## src/rtl/frame_cfg_pkg.sv

```systemverilog
// ---------------------------------------------------------------------------
// frame_cfg_pkg
//  Shared constants and types for the frame configuration sequencer:
//  the bitstream sync word, header command codes, header field positions
//  and the sequencer state encoding.
// ---------------------------------------------------------------------------
package frame_cfg_pkg;

    // Marks the start of a bitstream when seen while idle
    localparam logic [31:0] SYNC_WORD = 32'hFAB0_FAB1;

    // Header command codes; any other code is a no-op
    localparam logic [3:0] CMD_WRITE = 4'h1;
    localparam logic [3:0] CMD_END   = 4'hF;

    // Header word field positions
    localparam int HDR_CMD_MSB   = 31;
    localparam int HDR_CMD_LSB   = 28;
    localparam int HDR_COL_MSB   = 23;
    localparam int HDR_COL_LSB   = 16;
    localparam int HDR_FRAME_MSB = 7;
    localparam int HDR_FRAME_LSB = 0;

    typedef enum logic [2:0] {
        IDLE,
        HDR,
        DATA,
        LOAD,
        STROBE
    } state_t;

endpackage

```

## src/rtl/frame_row_buffer.sv

```systemverilog
// ---------------------------------------------------------------------------
// frame_row_buffer
//  Collects one frame worth of row words (one 32-bit word per tile row).
//  Words are written in order starting at row 0; the buffer reports when
//  the next write lands in the last row and when all rows are filled.
// Ports
//  CLK         in   fabric clock
//  resetn      in   asynchronous active-low reset
//  i_clear     in   restart collection at row 0 (contents kept)
//  i_wr_en     in   write i_wr_data into the current row
//  i_wr_data   in   32-bit row word
//  o_rows      out  all rows, row r at [32r+31:32r]
//  o_last_row  out  current write index is the last row
//  o_full      out  every row has been written since the last clear
// ---------------------------------------------------------------------------
module frame_row_buffer
    import frame_cfg_pkg::*;
#(
    parameter int NUM_ROWS = 4
) (
    input  logic                     CLK,
    input  logic                     resetn,
    input  logic                     i_clear,
    input  logic                     i_wr_en,
    input  logic [31:0]              i_wr_data,
    output logic [32*NUM_ROWS-1:0]   o_rows,
    output logic                     o_last_row,
    output logic                     o_full
);

    localparam int IDX_W = (NUM_ROWS > 1) ? $clog2(NUM_ROWS) : 1;

    logic [31:0]      r_rows [NUM_ROWS];
    logic [IDX_W-1:0] r_wr_idx;
    logic             r_full;

    assign o_last_row = (r_wr_idx == IDX_W'(NUM_ROWS - 1));
    assign o_full     = r_full;

    for (genvar g = 0; g < NUM_ROWS; g++) begin : g_rows
        assign o_rows[32*g +: 32] = r_rows[g];
    end

    // Writes past the last row are dropped so a stray word can never wrap
    // around and corrupt row 0 before the frame has been consumed.
    always_ff @(posedge CLK or negedge resetn) begin
        if (!resetn) begin
            for (int i = 0; i < NUM_ROWS; i++) begin
                r_rows[i] <= '0;
            end
            r_wr_idx <= '0;
            r_full   <= 1'b0;
        end else if (i_clear) begin
            r_wr_idx <= '0;
            r_full   <= 1'b0;
        end else if (i_wr_en && !r_full) begin
            r_rows[r_wr_idx] <= i_wr_data;
            if (o_last_row) begin
                r_full <= 1'b1;
            end else begin
                r_wr_idx <= r_wr_idx + IDX_W'(1);
            end
        end
    end

endmodule

```

## src/rtl/frame_config_sequencer.sv

```systemverilog
// ---------------------------------------------------------------------------
// frame_config_sequencer
//  Streams a configuration bitstream into frame-configured fabric tiles.
//  Waits for the sync word, then decodes headers: a WRITE header is
//  followed by NUM_ROWS data words which are presented on frame_data and
//  committed with a single one-hot frame strobe; an END header returns to
//  idle with a done pulse.
// Ports
//  CLK           in   fabric clock
//  resetn        in   asynchronous active-low reset
//  s_data        in   bitstream word
//  s_valid       in   s_data valid
//  s_ready       out  word accepted when s_valid & s_ready
//  frame_data    out  row-wide frame data, row r at [32r+31:32r]
//  frame_strobe  out  one-hot, bit col*FRAMES_PER_COL+frame
//  busy          out  high whenever not idle
//  done          out  one-cycle pulse after an END header
//  err           out  sticky bad-address flag, cleared by sync
//  frame_count   out  saturating count of frames strobed since sync
// ---------------------------------------------------------------------------
module frame_config_sequencer
    import frame_cfg_pkg::*;
#(
    parameter int NUM_ROWS       = 4,
    parameter int NUM_COLS       = 8,
    parameter int FRAMES_PER_COL = 20
) (
    input  logic                               CLK,
    input  logic                               resetn,
    input  logic [31:0]                        s_data,
    input  logic                               s_valid,
    output logic                               s_ready,
    output logic [32*NUM_ROWS-1:0]             frame_data,
    output logic [NUM_COLS*FRAMES_PER_COL-1:0] frame_strobe,
    output logic                               busy,
    output logic                               done,
    output logic                               err,
    output logic [15:0]                        frame_count
);

    localparam int STROBE_W = NUM_COLS * FRAMES_PER_COL;

    state_t                  r_state;
    logic [32*NUM_ROWS-1:0]  r_frame_data;
    logic [STROBE_W-1:0]     r_frame_strobe;
    logic                    r_done;
    logic                    r_err;
    logic [15:0]             r_frame_count;
    logic [7:0]              r_col;
    logic [7:0]              r_frame;
    logic                    r_bad;

    logic                    w_accept;
    logic [3:0]              w_hdr_cmd;
    logic [7:0]              w_hdr_col;
    logic [7:0]              w_hdr_frame;
    logic                    w_is_write_hdr;
    logic                    w_buf_clear;
    logic                    w_buf_wr;
    logic [32*NUM_ROWS-1:0]  w_buf_rows;
    logic                    w_last_row;
    logic                    w_buf_full;
    logic [15:0]             w_strobe_idx;
    logic [STROBE_W-1:0]     w_strobe_vec;

    assign s_ready  = (r_state == IDLE) || (r_state == HDR) || (r_state == DATA);
    assign w_accept = s_valid && s_ready;

    assign w_hdr_cmd   = s_data[HDR_CMD_MSB:HDR_CMD_LSB];
    assign w_hdr_col   = s_data[HDR_COL_MSB:HDR_COL_LSB];
    assign w_hdr_frame = s_data[HDR_FRAME_MSB:HDR_FRAME_LSB];

    assign w_is_write_hdr = (r_state == HDR) && w_accept && (w_hdr_cmd == CMD_WRITE);
    assign w_buf_clear    = w_is_write_hdr;
    assign w_buf_wr       = (r_state == DATA) && w_accept;

    // Only good addresses ever reach STROBE, so the index is always in range
    assign w_strobe_idx = 16'(r_col) * 16'(FRAMES_PER_COL) + 16'(r_frame);
    assign w_strobe_vec = STROBE_W'(1) << w_strobe_idx;

    frame_row_buffer #(
        .NUM_ROWS   (NUM_ROWS)
    ) u_row_buffer (
        .CLK        (CLK),
        .resetn     (resetn),
        .i_clear    (w_buf_clear),
        .i_wr_en    (w_buf_wr),
        .i_wr_data  (s_data),
        .o_rows     (w_buf_rows),
        .o_last_row (w_last_row),
        .o_full     (w_buf_full)
    );

    // Main sequencer. done and frame_strobe default low each cycle so they
    // can only ever be single-cycle pulses. The strobe is registered from
    // the STROBE state, so it appears the cycle after frame_data has been
    // loaded, giving the fabric a full cycle of setup on the data.
    always_ff @(posedge CLK or negedge resetn) begin
        if (!resetn) begin
            r_state        <= IDLE;
            r_frame_data   <= '0;
            r_frame_strobe <= '0;
            r_done         <= 1'b0;
            r_err          <= 1'b0;
            r_frame_count  <= '0;
            r_col          <= '0;
            r_frame        <= '0;
            r_bad          <= 1'b0;
        end else begin
            r_done         <= 1'b0;
            r_frame_strobe <= '0;
            case (r_state)
                IDLE: begin
                    if (w_accept && (s_data == SYNC_WORD)) begin
                        r_state       <= HDR;
                        r_err         <= 1'b0;
                        r_frame_count <= '0;
                    end
                end
                HDR: begin
                    if (w_accept) begin
                        if (w_hdr_cmd == CMD_WRITE) begin
                            r_state <= DATA;
                            r_col   <= w_hdr_col;
                            r_frame <= w_hdr_frame;
                            r_bad   <= (32'(w_hdr_col) >= NUM_COLS) ||
                                       (32'(w_hdr_frame) >= FRAMES_PER_COL);
                        end else if (w_hdr_cmd == CMD_END) begin
                            r_state <= IDLE;
                            r_done  <= 1'b1;
                        end
                    end
                end
                DATA: begin
                    if (w_accept && w_last_row) begin
                        r_state <= LOAD;
                    end
                end
                LOAD: begin
                    r_frame_data <= w_buf_rows;
                    if (r_bad) begin
                        r_err   <= 1'b1;
                        r_state <= HDR;
                    end else if (w_buf_full) begin
                        r_state <= STROBE;
                    end else begin
                        r_state <= HDR;
                    end
                end
                STROBE: begin
                    r_frame_strobe <= w_strobe_vec;
                    if (r_frame_count != 16'hFFFF) begin
                        r_frame_count <= r_frame_count + 16'd1;
                    end
                    r_state <= HDR;
                end
                default: begin
                    r_state <= IDLE;
                end
            endcase
        end
    end

    assign frame_data   = r_frame_data;
    assign frame_strobe = r_frame_strobe;
    assign busy         = (r_state != IDLE);
    assign done         = r_done;
    assign err          = r_err;
    assign frame_count  = r_frame_count;

endmodule

```

## config.mk

```make
export PLATFORM = sky130hd
export DESIGN_NAME = frame_config_sequencer
export DESIGN_NICKNAME = d
export VERILOG_FILES = /design/src/rtl/frame_cfg_pkg.sv /design/src/rtl/frame_row_buffer.sv /design/src/rtl/frame_config_sequencer.sv
export SDC_FILE = /design/constraint.sdc
export NUM_CORES = 1
export LEC_CHECK = 0
export CAP_MARGIN = 10
export CORE_MARGIN = 3
export CORE_UTILIZATION = 56
export DETAILED_ROUTE_END_ITERATION = 8
export PLACE_DENSITY_LB_ADDON = 0.2
export SLEW_MARGIN = 10
export SYNTH_ARGS = -nofsm -noshare
export SYNTH_HDL_FRONTEND = slang
export SYNTH_SLANG_ARGS = --single-unit
```

## constraint.sdc

```tcl
create_clock -name CLK -period 6.7 [get_ports CLK]
set_clock_uncertainty 0.15 [all_clocks]
set_input_delay 1.675 -clock CLK [delete_from_list [all_inputs] [get_ports CLK]]
set_output_delay 1.675 -clock CLK [all_outputs]
set_load 0.05 [all_outputs]
```

==> metrics.log <==
INFO  metric status = finished, final reports clean
INFO  metric avgViaCountPerCell = 5.67
INFO  metric placeableCoreArea = 0.0307 sq mm
INFO  metric grt.overflow.total = 0
INFO  metric post-synth-top-area-fraction = 65.3%
INFO  metric postRouteAntennaNets = 0
INFO  metric pin_count = 343
INFO  metric design.final.nets = 1638
INFO  metric ctsHoldBuffers = 0
INFO  metric grt_start_max_net_pins = 167
INFO  metric die_width = 183 um
INFO  metric crit_path_start_kind = flop
INFO  metric power_leakage = 10.8 nW
INFO  metric drv_slew = 0
INFO  metric clock_latency = 0.55 ns
INFO  metric hp-start = r_bad
INFO  metric timing.hold.worst.class = flop to flop
INFO  metric setup_viol = 0
INFO  metric async_reset_ff_share = 100%
INFO  metric final.setup.tns = 0 ns
INFO  metric tritoncts_num_sinks = 457
INFO  metric row_count = 64
INFO  metric synth-edff-count = 0
INFO  metric globalplace.congestion = 0.827
INFO  metric die-area = 0.0334 sq mm
INFO  metric crit_arrival = 4.84 ns
INFO  metric max-cap-violations = 0
INFO  metric post-cts-setup-buffers = 0
INFO  metric synthesis.area = 0.0175 sq mm
INFO  metric chipHeight = 183 um
INFO  metric cts_resized = 0
INFO  metric holdPathStages = 1
INFO  metric cts_buffer_depth = 3
INFO  metric synthDominantAreaCellType = sky130_fd_sc_hd__dfrtp_1
INFO  metric clock_tree_from_tritoncts = done
INFO  metric worst_slew_pin_slew = 1.13 ns
INFO  metric ys_seq_elements = 457
INFO  metric flow.area_growth_from_synthesis = 30.8%
INFO  metric final_layout_size_suffix_gt1_share = 23.5%
INFO  metric synth-seq-area-share = 65.3%
INFO  metric final_hold_viol_count = 0
INFO  metric number_of_antenna_violations_at_the_first_check_in_global_routing = 0
INFO  metric io_buffer_count = 342
INFO  metric drt_drc_violations_left = 0
INFO  metric yosys_warnings = 0
INFO  metric min_to = r_state[2]
INFO  metric min_period = 4.58 ns
INFO  metric grt_first_pass_wirelength = 67.8 mm
INFO  metric vias = 11400
INFO  metric regToRegEndpoint = frame_strobe[53]
INFO  metric synth_area_per_cell = 14.0 sq um
INFO  metric timing.critical_path.fanout_max = 48
INFO  metric max_clock_freq = 218 MHz
INFO  metric antenna-diode-count = 0
INFO  metric peakVddDrop = 0.324 mV
INFO  metric worst_setup_hold_path_clk_slew = 0.06 ns
INFO  metric initial_core_util = 57.0%
INFO  metric critical_path.endpoint_type = flop
INFO  metric post_synthesis_cell_type_count = 60
INFO  metric timing.final.crit_share = 68.4%
INFO  metric initial_drc_count = 1005
INFO  metric syn_inst = 1251
INFO  metric grt_pass1_vias = 11900
INFO  metric setup.worst_path.class = flop to flop
INFO  metric hold-worst-slack = 0.343 ns
INFO  metric yosys-top-cells-area = sky130_fd_sc_hd__dfrtp_1, sky130_fd_sc_hd__mux2_2, sky130_fd_sc_hd__nor3_1, sky130_fd_sc_hd__ha_1, sky130_fd_sc_hd__nand2_1
INFO  metric ff2ff_setup_slack = 2.12 ns
INFO  metric synth_top_flop_cell = sky130_fd_sc_hd__dfrtp_1
INFO  metric totalWireLength = 43.0 mm
INFO  metric drt_pre_antenna_iters = 5
INFO  metric wire_per_inst = 21.4 um
INFO  metric setup_repair_after_global_routing_missed_its_margin = no
INFO  metric data_required_time_of_the_worst_path = 6.96 ns
INFO  metric clockRootBuffer = sky130_fd_sc_hd__clkbuf_16
INFO  metric syn-num-nets = 1311
INFO  metric cts_inserted_buffers = 45
INFO  metric gr-usage-all-layers = 25.6%
INFO  metric r2r_start = r_col[1]
INFO  metric detailedPlacementHpwl = 28.6 mm
INFO  metric clock_h_tree_levels = 2
INFO  metric max_slew_margin = 24.3%
INFO  metric rr_worst_depth = 11
INFO  metric power_density = 304 mW/mm^2
==> sequential cells by signal, indices dropped and copies added (netlist names) <==
name / count
done: 1
err: 1
frame_count: 16
frame_data: 128
frame_strobe: 160
r_bad: 1
r_col: 8
r_frame: 8
r_state: 3
u_row_buffer.o_full: 1
u_row_buffer.o_rows: 128
u_row_buffer.r_wr_idx: 2
==> Yosys cell counts, drive strengths merged, types with 4 or more instances <==
| library cell | instances |
|---|---|
| mux2 | 257 |
| dfrtp | 457 |
| nand3 | 15 |
| a211oi | 4 |
| nand2 | 76 |
| nor2b | 6 |
| ha | 23 |
| a21oi | 5 |
| nor4 | 50 |
| nand4 | 5 |
| clkbuf | 60 |
| nor2 | 34 |
| inv | 17 |
| nor3 | 117 |
| xor2 | 17 |
| o21ai | 7 |
| o2111ai | 16 |
| or3 | 5 |
| o211ai | 15 |
| buf | 17 |
==> per-stage QoR <==
stage          power (mW)  std cells  setup slack [ns]  area [sq um]  util [%]
2_1_floorplan        3.95       1251              2.78         17500         -
4_1_cts              7.00       2010              2.10         22900      74.5
3_5_place_dp         4.36       1927              1.78         21300      69.4
3_3_place_gp         4.31       1927              1.89         21300      69.4
5_1_grt              7.25       2010              1.78         22900      74.5
6_report             6.96       2010              2.12         22900      74.5
==> critical path: stages, from the launching register on <==
cell                        delay [ns]
sky130_fd_sc_hd__dfrtp_1          0.43
sky130_fd_sc_hd__ha_1             0.32
sky130_fd_sc_hd__ha_1             0.25
sky130_fd_sc_hd__fa_1             0.44
sky130_fd_sc_hd__ha_1             0.34
sky130_fd_sc_hd__and2_1           0.17
sky130_fd_sc_hd__a221oi_1         0.56
sky130_fd_sc_hd__a2111oi_4        0.20
sky130_fd_sc_hd__a2bb2oi_2        0.72
sky130_fd_sc_hd__o21ai_4          0.12
sky130_fd_sc_hd__buf_4            0.31
sky130_fd_sc_hd__nor4_1           0.39
==> worst max path at each step <==
stage | cells after the start | end | slack, ns | from
detailed placement | 7 | frame_count[12] | 1.78 | s_data[2]
global placement | 7 | frame_count[12] | 1.89 | s_data[2]
floorplan | 12 | frame_strobe[54] | 2.78 | r_col[1]
CTS | 10 | frame_strobe[15] | 2.10 | r_col[1]
finish | 11 | frame_strobe[53] | 2.12 | r_col[1]
global route | 10 | frame_strobe[15] | 1.78 | r_col[1]
==> logic make-up after synthesis <==
group,synth area share (%)
DFF,65.3
and+or+nand+nor,10.0
muxes,16.6
buffers and inverters,2.09
AOI/OAI and AO/OA,3.15
adders and majority gates,1.87
xor gates and xnor gates,1.00
==> where the power goes <==
group / leakage [nW] / internal [mW] / switching [mW]
clock network: 0.784 / 1.59 / 1.05
registers: 6.34 / 2.95 / 0.117
logic: 3.71 / 0.367 / 0.887
total: 10.8 / 4.90 / 2.06
==> layout by cell type (no fill, tap or decap), types with 6 or more instances in the layout <==
cell,count
sky130_fd_sc_hd__dfrtp_1,457
sky130_fd_sc_hd__clkdlybuf4s50_1,341
sky130_fd_sc_hd__mux2_2,257
sky130_fd_sc_hd__nor3_1,116
sky130_fd_sc_hd__nand2_1,73
sky130_fd_sc_hd__clkbuf_16,45
sky130_fd_sc_hd__nor4_1,40
sky130_fd_sc_hd__nor2_1,33
sky130_fd_sc_hd__ha_1,23
sky130_fd_sc_hd__inv_1,17
sky130_fd_sc_hd__xor2_1,16
sky130_fd_sc_hd__nand3_1,15
sky130_fd_sc_hd__o211ai_1,14
sky130_fd_sc_hd__o2111ai_1,14
sky130_fd_sc_hd__buf_4,13
sky130_fd_sc_hd__clkinv_2,11
sky130_fd_sc_hd__clkbuf_8,10
sky130_fd_sc_hd__nor4_2,8
sky130_fd_sc_hd__o21ai_0,6
sky130_fd_sc_hd__nor2b_1,6
sky130_fd_sc_hd__bufinv_16,6
==> routing by layer <==
metal / track usage (%) / wire length [um]
met5: 0 / 0
met4: 6.73 / 962
met3: 6.82 / 3400
met2: 43.6 / 21200
met1: 33.1 / 17400
==> layout make-up <==
class	instances	area (sq um)
fill	1972	7830
clock inverter	23	297
multi-input combinational	700	5780
inverter	17	63.8
tap	396	495
clock buffer	60	1280
timing repair buffer	357	3570
sequential	457	11400
No activity file was read; power rests on OpenSTA's default activity.
